## src/rtl/rvh_l1d_pkg.sv

```systemverilog
// rvh_l1d_pkg: shared widths and the load-writeback entry layout for the
// L1D load-writeback path.
package rvh_l1d_pkg;

  localparam int ROB_TAG_WIDTH      = 4;
  localparam int PREG_TAG_WIDTH     = 4;
  localparam int RRV64_LSU_ID_WIDTH = 12;
  localparam int XLEN               = 64;
  localparam int PTW_ID_WIDTH       = 2;
  localparam int PTE_WIDTH          = 12;

  // One buffered load writeback, ordered as it is packed in the queue storage.
  typedef struct packed {
    logic [ROB_TAG_WIDTH-1:0]      rob_tag;
    logic [PREG_TAG_WIDTH-1:0]     prd;
    logic [XLEN-1:0]               data;
    logic                          from_mlfb;
    logic [RRV64_LSU_ID_WIDTH-1:0] lsu_tag;
  } rvh_l1d_ld_wb_entry_t;

endpackage

```

## src/rtl/rvh_l1d_wb_fifo.sv

```systemverilog
// rvh_l1d_wb_fifo: generic DEPTH-entry circular FIFO with an occupancy count.
// A push that finds the FIFO full with no pop in the same cycle is dropped and
// reported on drop_o for one cycle; the caller keeps any sticky status.
module rvh_l1d_wb_fifo #(
  parameter int DEPTH     = 4,
  parameter int WIDTH     = 8,
  parameter int CNT_WIDTH = $clog2(DEPTH + 1)
) (
  input  logic                 clk,
  input  logic                 rst,
  input  logic                 push_i,
  input  logic [WIDTH-1:0]     data_i,
  input  logic                 pop_i,
  output logic [WIDTH-1:0]     data_o,
  output logic [CNT_WIDTH-1:0] cnt_o,
  output logic                 drop_o
);

  localparam int PTR_WIDTH = $clog2(DEPTH);
  localparam logic [CNT_WIDTH-1:0] FULL_CNT = CNT_WIDTH'(DEPTH);

  logic [WIDTH-1:0]     mem_q [DEPTH];
  logic [PTR_WIDTH-1:0] wr_ptr_q, wr_ptr_d;
  logic [PTR_WIDTH-1:0] rd_ptr_q, rd_ptr_d;
  logic [CNT_WIDTH-1:0] cnt_q, cnt_d;
  logic                 push_ok;
  logic                 pop_ok;

  // Accept/pop decisions and next pointer/count; a pop frees the slot a full push needs.
  always_comb begin
    pop_ok   = pop_i & (cnt_q != '0);
    push_ok  = push_i & ((cnt_q != FULL_CNT) | pop_ok);
    drop_o   = push_i & ~push_ok;
    wr_ptr_d = wr_ptr_q + PTR_WIDTH'(push_ok);
    rd_ptr_d = rd_ptr_q + PTR_WIDTH'(pop_ok);
    cnt_d    = cnt_q + CNT_WIDTH'(push_ok) - CNT_WIDTH'(pop_ok);
  end

  // Pointer and count registers; reset empties the FIFO immediately.
  always_ff @(posedge clk or negedge rst) begin
    if (!rst) begin
      wr_ptr_q <= '0;
      rd_ptr_q <= '0;
      cnt_q    <= '0;
    end else begin
      wr_ptr_q <= wr_ptr_d;
      rd_ptr_q <= rd_ptr_d;
      cnt_q    <= cnt_d;
    end
  end

  // Entry storage; contents are only meaningful while counted, so no reset.
  always_ff @(posedge clk) begin
    if (push_ok) begin
      mem_q[wr_ptr_q] <= data_i;
    end
  end

  assign data_o = mem_q[rd_ptr_q];
  assign cnt_o  = cnt_q;

endmodule

```

## src/rtl/rvh_l1d_ld_wb_queue.sv

```systemverilog
// rvh_l1d_ld_wb_queue: absorbs the non-stallable bank load-response writeback
// and PTW pulses, drains them under valid/ready and raises an early load stall.
// Optional feature: define RVH_L1D_LD_WB_BYPASS_EN to let a load on an empty
// queue appear on the writeback outputs in the same cycle.
module rvh_l1d_ld_wb_queue #(
  parameter int DEPTH          = 4,
  parameter int STALL_THRESH   = 1,
  parameter int ROB_TAG_WIDTH  = rvh_l1d_pkg::ROB_TAG_WIDTH,
  parameter int PREG_TAG_WIDTH = rvh_l1d_pkg::PREG_TAG_WIDTH,
  parameter int LSU_ID_WIDTH   = rvh_l1d_pkg::RRV64_LSU_ID_WIDTH,
  parameter int XLEN           = rvh_l1d_pkg::XLEN,
  parameter int PTW_ID_WIDTH   = rvh_l1d_pkg::PTW_ID_WIDTH,
  parameter int PTE_WIDTH      = rvh_l1d_pkg::PTE_WIDTH
) (
  input  logic                           clk,
  input  logic                           rst,
  input  logic                           in_wb_vld_i,
  input  logic [ROB_TAG_WIDTH-1:0]       in_rob_tag_i,
  input  logic [PREG_TAG_WIDTH-1:0]      in_prd_i,
  input  logic [XLEN-1:0]                in_data_i,
  input  logic                           in_from_mlfb_i,
  input  logic [LSU_ID_WIDTH-1:0]        in_lsu_tag_i,
  input  logic                           in_ptw_vld_i,
  input  logic [PTW_ID_WIDTH-1:0]        in_ptw_id_i,
  input  logic [PTE_WIDTH-1:0]           in_ptw_pte_i,
  input  logic                           wb_rdy_i,
  output logic                           l1d_rob_wb_vld_o,
  output logic                           l1d_int_prf_wb_vld_o,
  output logic [ROB_TAG_WIDTH-1:0]       l1d_rob_wb_rob_tag_o,
  output logic [PREG_TAG_WIDTH-1:0]      l1d_int_prf_wb_tag_o,
  output logic [XLEN-1:0]                l1d_int_prf_wb_data_o,
  output logic                           l1d_int_prf_wb_vld_from_mlfb_o,
  output logic [LSU_ID_WIDTH-1:0]        l1d_lsu_lsu_tag_o,
  input  logic                           ptw_walk_rdy_i,
  output logic                           l1d_ptw_walk_vld_o,
  output logic [PTW_ID_WIDTH-1:0]        l1d_ptw_walk_id_o,
  output logic [PTE_WIDTH-1:0]           l1d_ptw_walk_pte_o,
  output logic                           ld_stall_o,
  output logic [$clog2(DEPTH+1)-1:0]     free_cnt_o,
  output logic                           overflow_o
);

  import rvh_l1d_pkg::*;

  localparam int CNT_W   = $clog2(DEPTH + 1);
  localparam int ENTRY_W = ROB_TAG_WIDTH + PREG_TAG_WIDTH + XLEN + 1 + LSU_ID_WIDTH;
  localparam logic [CNT_W-1:0] DEPTH_CNT  = CNT_W'(DEPTH);
  localparam logic [CNT_W-1:0] THRESH_CNT = CNT_W'(STALL_THRESH);

  logic [ENTRY_W-1:0]        in_entry;
  logic [ENTRY_W-1:0]        fifo_data;
  logic [ENTRY_W-1:0]        head_entry;
  logic [CNT_W-1:0]          fifo_cnt;
  logic                      fifo_nonempty;
  logic                      fifo_push;
  logic                      fifo_pop;
  logic                      ld_drop;
  logic                      head_vld;
  logic                      head_from_mlfb;

  logic                      ptw_v_q, ptw_v_d;
  logic [PTW_ID_WIDTH-1:0]   ptw_id_q, ptw_id_d;
  logic [PTE_WIDTH-1:0]      ptw_pte_q, ptw_pte_d;
  logic                      ptw_drop;
  logic                      overflow_q, overflow_d;

  assign in_entry      = {in_rob_tag_i, in_prd_i, in_data_i, in_from_mlfb_i, in_lsu_tag_i};
  assign fifo_nonempty = (fifo_cnt != '0);

`ifdef RVH_L1D_LD_WB_BYPASS_EN
  logic bypass_hit;

  // Head selection with bypass: an empty queue shows the incoming load directly,
  // and skips storing it when the writeback port takes it this cycle.
  always_comb begin
    bypass_hit = in_wb_vld_i & ~fifo_nonempty;
    head_vld   = fifo_nonempty | bypass_hit;
    head_entry = bypass_hit ? in_entry : fifo_data;
    fifo_push  = in_wb_vld_i & ~(bypass_hit & wb_rdy_i);
    fifo_pop   = fifo_nonempty & wb_rdy_i;
  end
`else
  // Head selection without bypass: outputs come only from stored entries.
  always_comb begin
    head_vld   = fifo_nonempty;
    head_entry = fifo_data;
    fifo_push  = in_wb_vld_i;
    fifo_pop   = fifo_nonempty & wb_rdy_i;
  end
`endif

  rvh_l1d_wb_fifo #(
    .DEPTH     (DEPTH),
    .WIDTH     (ENTRY_W),
    .CNT_WIDTH (CNT_W)
  ) u_ld_fifo (
    .clk    (clk),
    .rst    (rst),
    .push_i (fifo_push),
    .data_i (in_entry),
    .pop_i  (fifo_pop),
    .data_o (fifo_data),
    .cnt_o  (fifo_cnt),
    .drop_o (ld_drop)
  );

  assign {l1d_rob_wb_rob_tag_o, l1d_int_prf_wb_tag_o, l1d_int_prf_wb_data_o,
          head_from_mlfb, l1d_lsu_lsu_tag_o} = head_entry;

  assign l1d_rob_wb_vld_o               = head_vld;
  assign l1d_int_prf_wb_vld_o           = head_vld;
  assign l1d_int_prf_wb_vld_from_mlfb_o = head_vld & head_from_mlfb;

  assign free_cnt_o = DEPTH_CNT - fifo_cnt;
  assign ld_stall_o = (free_cnt_o <= THRESH_CNT);

  // PTW holding register: reload when empty or draining, drop when held and blocked.
  always_comb begin
    ptw_v_d   = ptw_v_q;
    ptw_id_d  = ptw_id_q;
    ptw_pte_d = ptw_pte_q;
    ptw_drop  = in_ptw_vld_i & ptw_v_q & ~ptw_walk_rdy_i;
    if (in_ptw_vld_i & (~ptw_v_q | ptw_walk_rdy_i)) begin
      ptw_v_d   = 1'b1;
      ptw_id_d  = in_ptw_id_i;
      ptw_pte_d = in_ptw_pte_i;
    end else if (ptw_v_q & ptw_walk_rdy_i) begin
      ptw_v_d   = 1'b0;
    end
    overflow_d = overflow_q | ld_drop | ptw_drop;
  end

  // PTW register and sticky overflow flag; only reset clears overflow.
  always_ff @(posedge clk or negedge rst) begin
    if (!rst) begin
      ptw_v_q    <= 1'b0;
      ptw_id_q   <= '0;
      ptw_pte_q  <= '0;
      overflow_q <= 1'b0;
    end else begin
      ptw_v_q    <= ptw_v_d;
      ptw_id_q   <= ptw_id_d;
      ptw_pte_q  <= ptw_pte_d;
      overflow_q <= overflow_d;
    end
  end

  assign l1d_ptw_walk_vld_o = ptw_v_q;
  assign l1d_ptw_walk_id_o  = ptw_id_q;
  assign l1d_ptw_walk_pte_o = ptw_pte_q;
  assign overflow_o         = overflow_q;

endmodule

```

## config.mk

```make
export PLATFORM = sky130hd
export DESIGN_NAME = rvh_l1d_ld_wb_queue
export DESIGN_NICKNAME = d
export VERILOG_FILES = /design/src/rtl/rvh_l1d_pkg.sv /design/src/rtl/rvh_l1d_wb_fifo.sv /design/src/rtl/rvh_l1d_ld_wb_queue.sv
export SDC_FILE = /design/constraint.sdc
export NUM_CORES = 1
export LEC_CHECK = 0
export BUFFER_PORTS_ARGS = -buffer_cell sky130_fd_sc_hd__buf_2
export CORE_MARGIN = 2
export CORE_UTILIZATION = 55
export CTS_BUF_LIST = sky130_fd_sc_hd__clkbuf_8 sky130_fd_sc_hd__clkbuf_16
export DETAILED_ROUTE_END_ITERATION = 12
export PLACE_DENSITY = 0.78
export SLEW_MARGIN = 10
export SYNTH_ARGS = -nofsm -noshare
export SYNTH_HDL_FRONTEND = slang
export SYNTH_SLANG_ARGS = --single-unit
```

## constraint.sdc

```tcl
create_clock -name clk -period 10.25 [get_ports clk]
set_input_delay 0.5125 -clock clk [delete_from_list [all_inputs] [get_ports clk]]
set_output_delay 0.5125 -clock clk [all_outputs]
set_load 0.05 [all_outputs]
```

==> flow_metrics.py <==
metrics = {
    "timing": {
        "hold_slack_ns": 0.218,
        "finalHoldViolations": 0,
        "finalCritPeriodShare_pct": 37.3,
        "skew_ns": 0.0107,
        "slew_headroom_pct": 22.2,
        "totalNegativeSetupSlack_ns": 0,
        "report.final.setup_viol": 0,
        "rsz0062_at_grt": "false",
        "tightest_slew_ns": 1.17,
        "layout_min_cycle_time_ns": 3.83,
        "slew_violations": 0,
        "fmax_mhz": 261,
    },
    "setup_path": {
        "end_kind": "flop",
        "start_kind": "flop",
        "arrival_ns": 3.94,
        "crit_required_ns": 10.37,
        "critPathMaxFanout": 73,
        "crit_type": "flop to flop",
    },
    "yosys": {
        "async_flop_share_pct": 6.34,
        "ys_seq_area_share_pct": 81.2,
        "synthesis.nets": 638,
        "synth_area_um2": 13300,
        "synth_edf_count": 340,
        "synth_area_per_cell_um2": 25.3,
        "ys_seq_elements": 363,
        "ys_warn_count": 0,
        "synthFlopType": "edfxtp_1",
        "synthCells": 526,
        "yosysUniqueCellTypes": 24,
    },
    "clock_tree": {
        "h-tree-depth": 2,
        "cts-root-buf": "clkbuf_16",
        "clk_latency_ns": 0.51,
        "clkTransAtPathRegs_ns": 0.06,
        "cts_max_path_buffers": 3,
        "numCtsBuffers": 35,
        "cts_resized": 0,
        "cts.sinks": 363,
        "cts_tree": "done",
    },
    "status": {
        "status": "finished clean",
    },
    "layout": {
        "nNetsFinal": 870,
        "fillCellCount": 1535,
        "synthToLayoutAreaGrowth_pct": 18.7,
        "multi_input_area_um2": 2340,
        "seqCellArea_um2": 10800,
        "drive_gt1_share_pct": 47.4,
    },
    "power": {
        "leakage_uw": 0.00557,
        "power_density_nw_per_um2": 337,
        "peakVddDrop_mv": 0.252,
        "finalPower_uw": 5310,
    },
    "die": {
        "die-area_um2": 25400,
        "io_pins": 212,
        "rows": 56,
        "die_x_um": 159,
        "die_h_um": 159,
        "initial_core_util_pct": 56.3,
        "fp.coreArea_um2": 23600,
    },
    "route": {
        "via_count": 6169,
        "vias_per_cell": 5.59,
        "final_antenna_net_count": 0,
        "drt_iter0_drc": 449,
        "dr.pass1.iters": 4,
        "wl_per_cell_um": 21.8,
        "drcViolationCount": 0,
        "wl_um": 24100,
    },
    "min_path": {
        "hp-class": "input port to flop",
    },
    "grt": {
        "grt_first_pass_wirelength_um": 38100,
        "grt_antenna_before_repair": 3,
        "track_usage_pct": 19.4,
        "grt_max_degree": 76,
        "gr-total-overflow": 0,
        "grt_pass1_vias": 6841,
    },
    "placed_design": {
        "port_buffers": 211,
        "hpwl_um": 14600,
        "gp_congestion": 0.758,
    },
    "run": {
        "drv_cap": 0,
    },
}
-- cell usage after synthesis, types with 3 or more instances --
library cell | count | area share (%)
dfrtp_1 | 23 | 4.3
mux4_2 | 85 | 14
nor2_1 | 3 | 0.085
xnor2_1 | 4 | 0.26
buf_4 | 3 | 0.17
nand2_1 | 6 | 0.17
mux2_2 | 14 | 1.2
clkbuf_1 | 3 | 0.085
buf_2 | 12 | 0.45
buf_6 | 5 | 0.42
nand2b_1 | 3 | 0.14
ha_1 | 6 | 0.57
edfxtp_1 | 340 | 77
inv_1 | 8 | 0.23
-- metal layers --
layer,wire length [um],GRT usage [%],vias to the layer above
met5,0,0,-
met4,425,4.79,0
li1,-,-,2683
met3,1830,5.52,36
met2,12500,33.4,234
met1,9290,24.8,3216
-- sequential cells by signal, indices dropped and copies added (netlist names) --
name / cells
l1d_ptw_walk_pte_o: 12
l1d_ptw_walk_vld_o: 1
u_ld_fifo.cnt_o: 3
l1d_ptw_walk_id_o: 2
u_ld_fifo.rd_ptr_q: 2
overflow_o: 1
u_ld_fifo.mem_q: 340
u_ld_fifo.wr_ptr_q: 2
-- path summary, 6_finish.rpt --
path	startpoint	end	slack, ns	cells after the start
max	u_ld_fifo.cnt_o[0]	u_ld_fifo.mem_q[1][11]	6.42	7
min	in_data_i[35]	u_ld_fifo.mem_q[3][48]	0.22	1
max reg2reg	u_ld_fifo.cnt_o[0]	u_ld_fifo.mem_q[1][11]	6.42	7
min reg2reg	overflow_o	overflow_o	0.49	2
max in group asynchronous	rst	u_ld_fifo.rd_ptr_q[1]	9.35	2
min in group asynchronous	rst	l1d_ptw_walk_pte_o[5]	0.51	2
-- power by group --
| part | internal [uW] | leakage, uW | switching [uW] |
|---|---|---|---|
| Sequential | 1950 | 0.00338 | 136 |
| Clock | 703 | 0.000573 | 510 |
| Combinational | 584 | 0.00161 | 1430 |
-- critical path: stages, from the launching register on --
cell     delay (ns)
dfrtp_1        0.42
inv_1          0.10
ha_1           0.23
ha_1           0.22
nor2b_1        0.23
o21ai_0        0.27
nor3b_2        0.93
buf_4          0.97
-- what timing repair did --
| action | in CTS | in global routing |
|---|---|---|
| hold endpoints to repair | 23 | 0 |
| hold buffers | 1 | 0 |
| setup buffers | 0 | 0 |
-- cell families (layout without fill, tap and decap cells) --
logic type	after synthesis	in the layout	share of synthesized area, %
other	0	2	0
xor gates and xnor gates	5	5	0.330
muxes	99	99	15.6
and+or+nand+nor	19	19	0.725
AOI/OAI and AO/OA	2	2	0.0848
adders and majority gates	7	7	0.716
buffers and inverters	31	287	1.36
DFF	363	363	81.2
-- layout by cell type (no fill, tap or decap) --
| cell | instances |
|---|---|
| and3_4 | 1 |
| xnor2_1 | 4 |
| nand2_1 | 6 |
| buf_2 | 211 |
| clkinv_4 | 2 |
| bufinv_16 | 3 |
| nor3b_2 | 2 |
| nand3_1 | 1 |
| and2_1 | 1 |
| dfrtp_1 | 21 |
| fa_1 | 1 |
| mux4_2 | 85 |
| dlygate4sd3_1 | 1 |
| clkinvlp_4 | 1 |
| nor2_1 | 3 |
| mux2_2 | 14 |
| o21ai_0 | 1 |
| xor2_1 | 1 |
| a31oi_1 | 1 |
| clkbuf_16 | 35 |
| clkinv_2 | 3 |
| diode_2 | 2 |
| dfrtp_4 | 2 |
| buf_4 | 6 |
| nand2b_1 | 3 |
| inv_1 | 18 |
| clkinv_1 | 2 |
| nor2b_1 | 1 |
| edfxtp_1 | 340 |
| inv_6 | 5 |
| nor3_2 | 1 |
| ha_1 | 6 |
-- final cells by class --
type	instances	area share, %
antenna	2	0.0317
clock inverter	26	1.39
tap	319	2.53
clock buffer	35	5.55
timing repair buffer	218	7.04
inverter	8	0.190
sequential	363	68.4
multi-input combinational	132	14.8
-- stage by stage --
step | instances | worst slack (ns) | util, % | instance area (um^2)
floorplan | 526 | 2.18 | - | 13300
global placement | 1039 | 6.61 | 62.1 | 14700
detailed placement | 1039 | 6.35 | 62.1 | 14700
CTS | 1101 | 6.33 | 66.8 | 15800
global route | 1101 | 6.14 | 66.8 | 15800
finish | 1103 | 6.42 | 66.8 | 15800
Note: power is estimated with default switching activity, not from simulation.
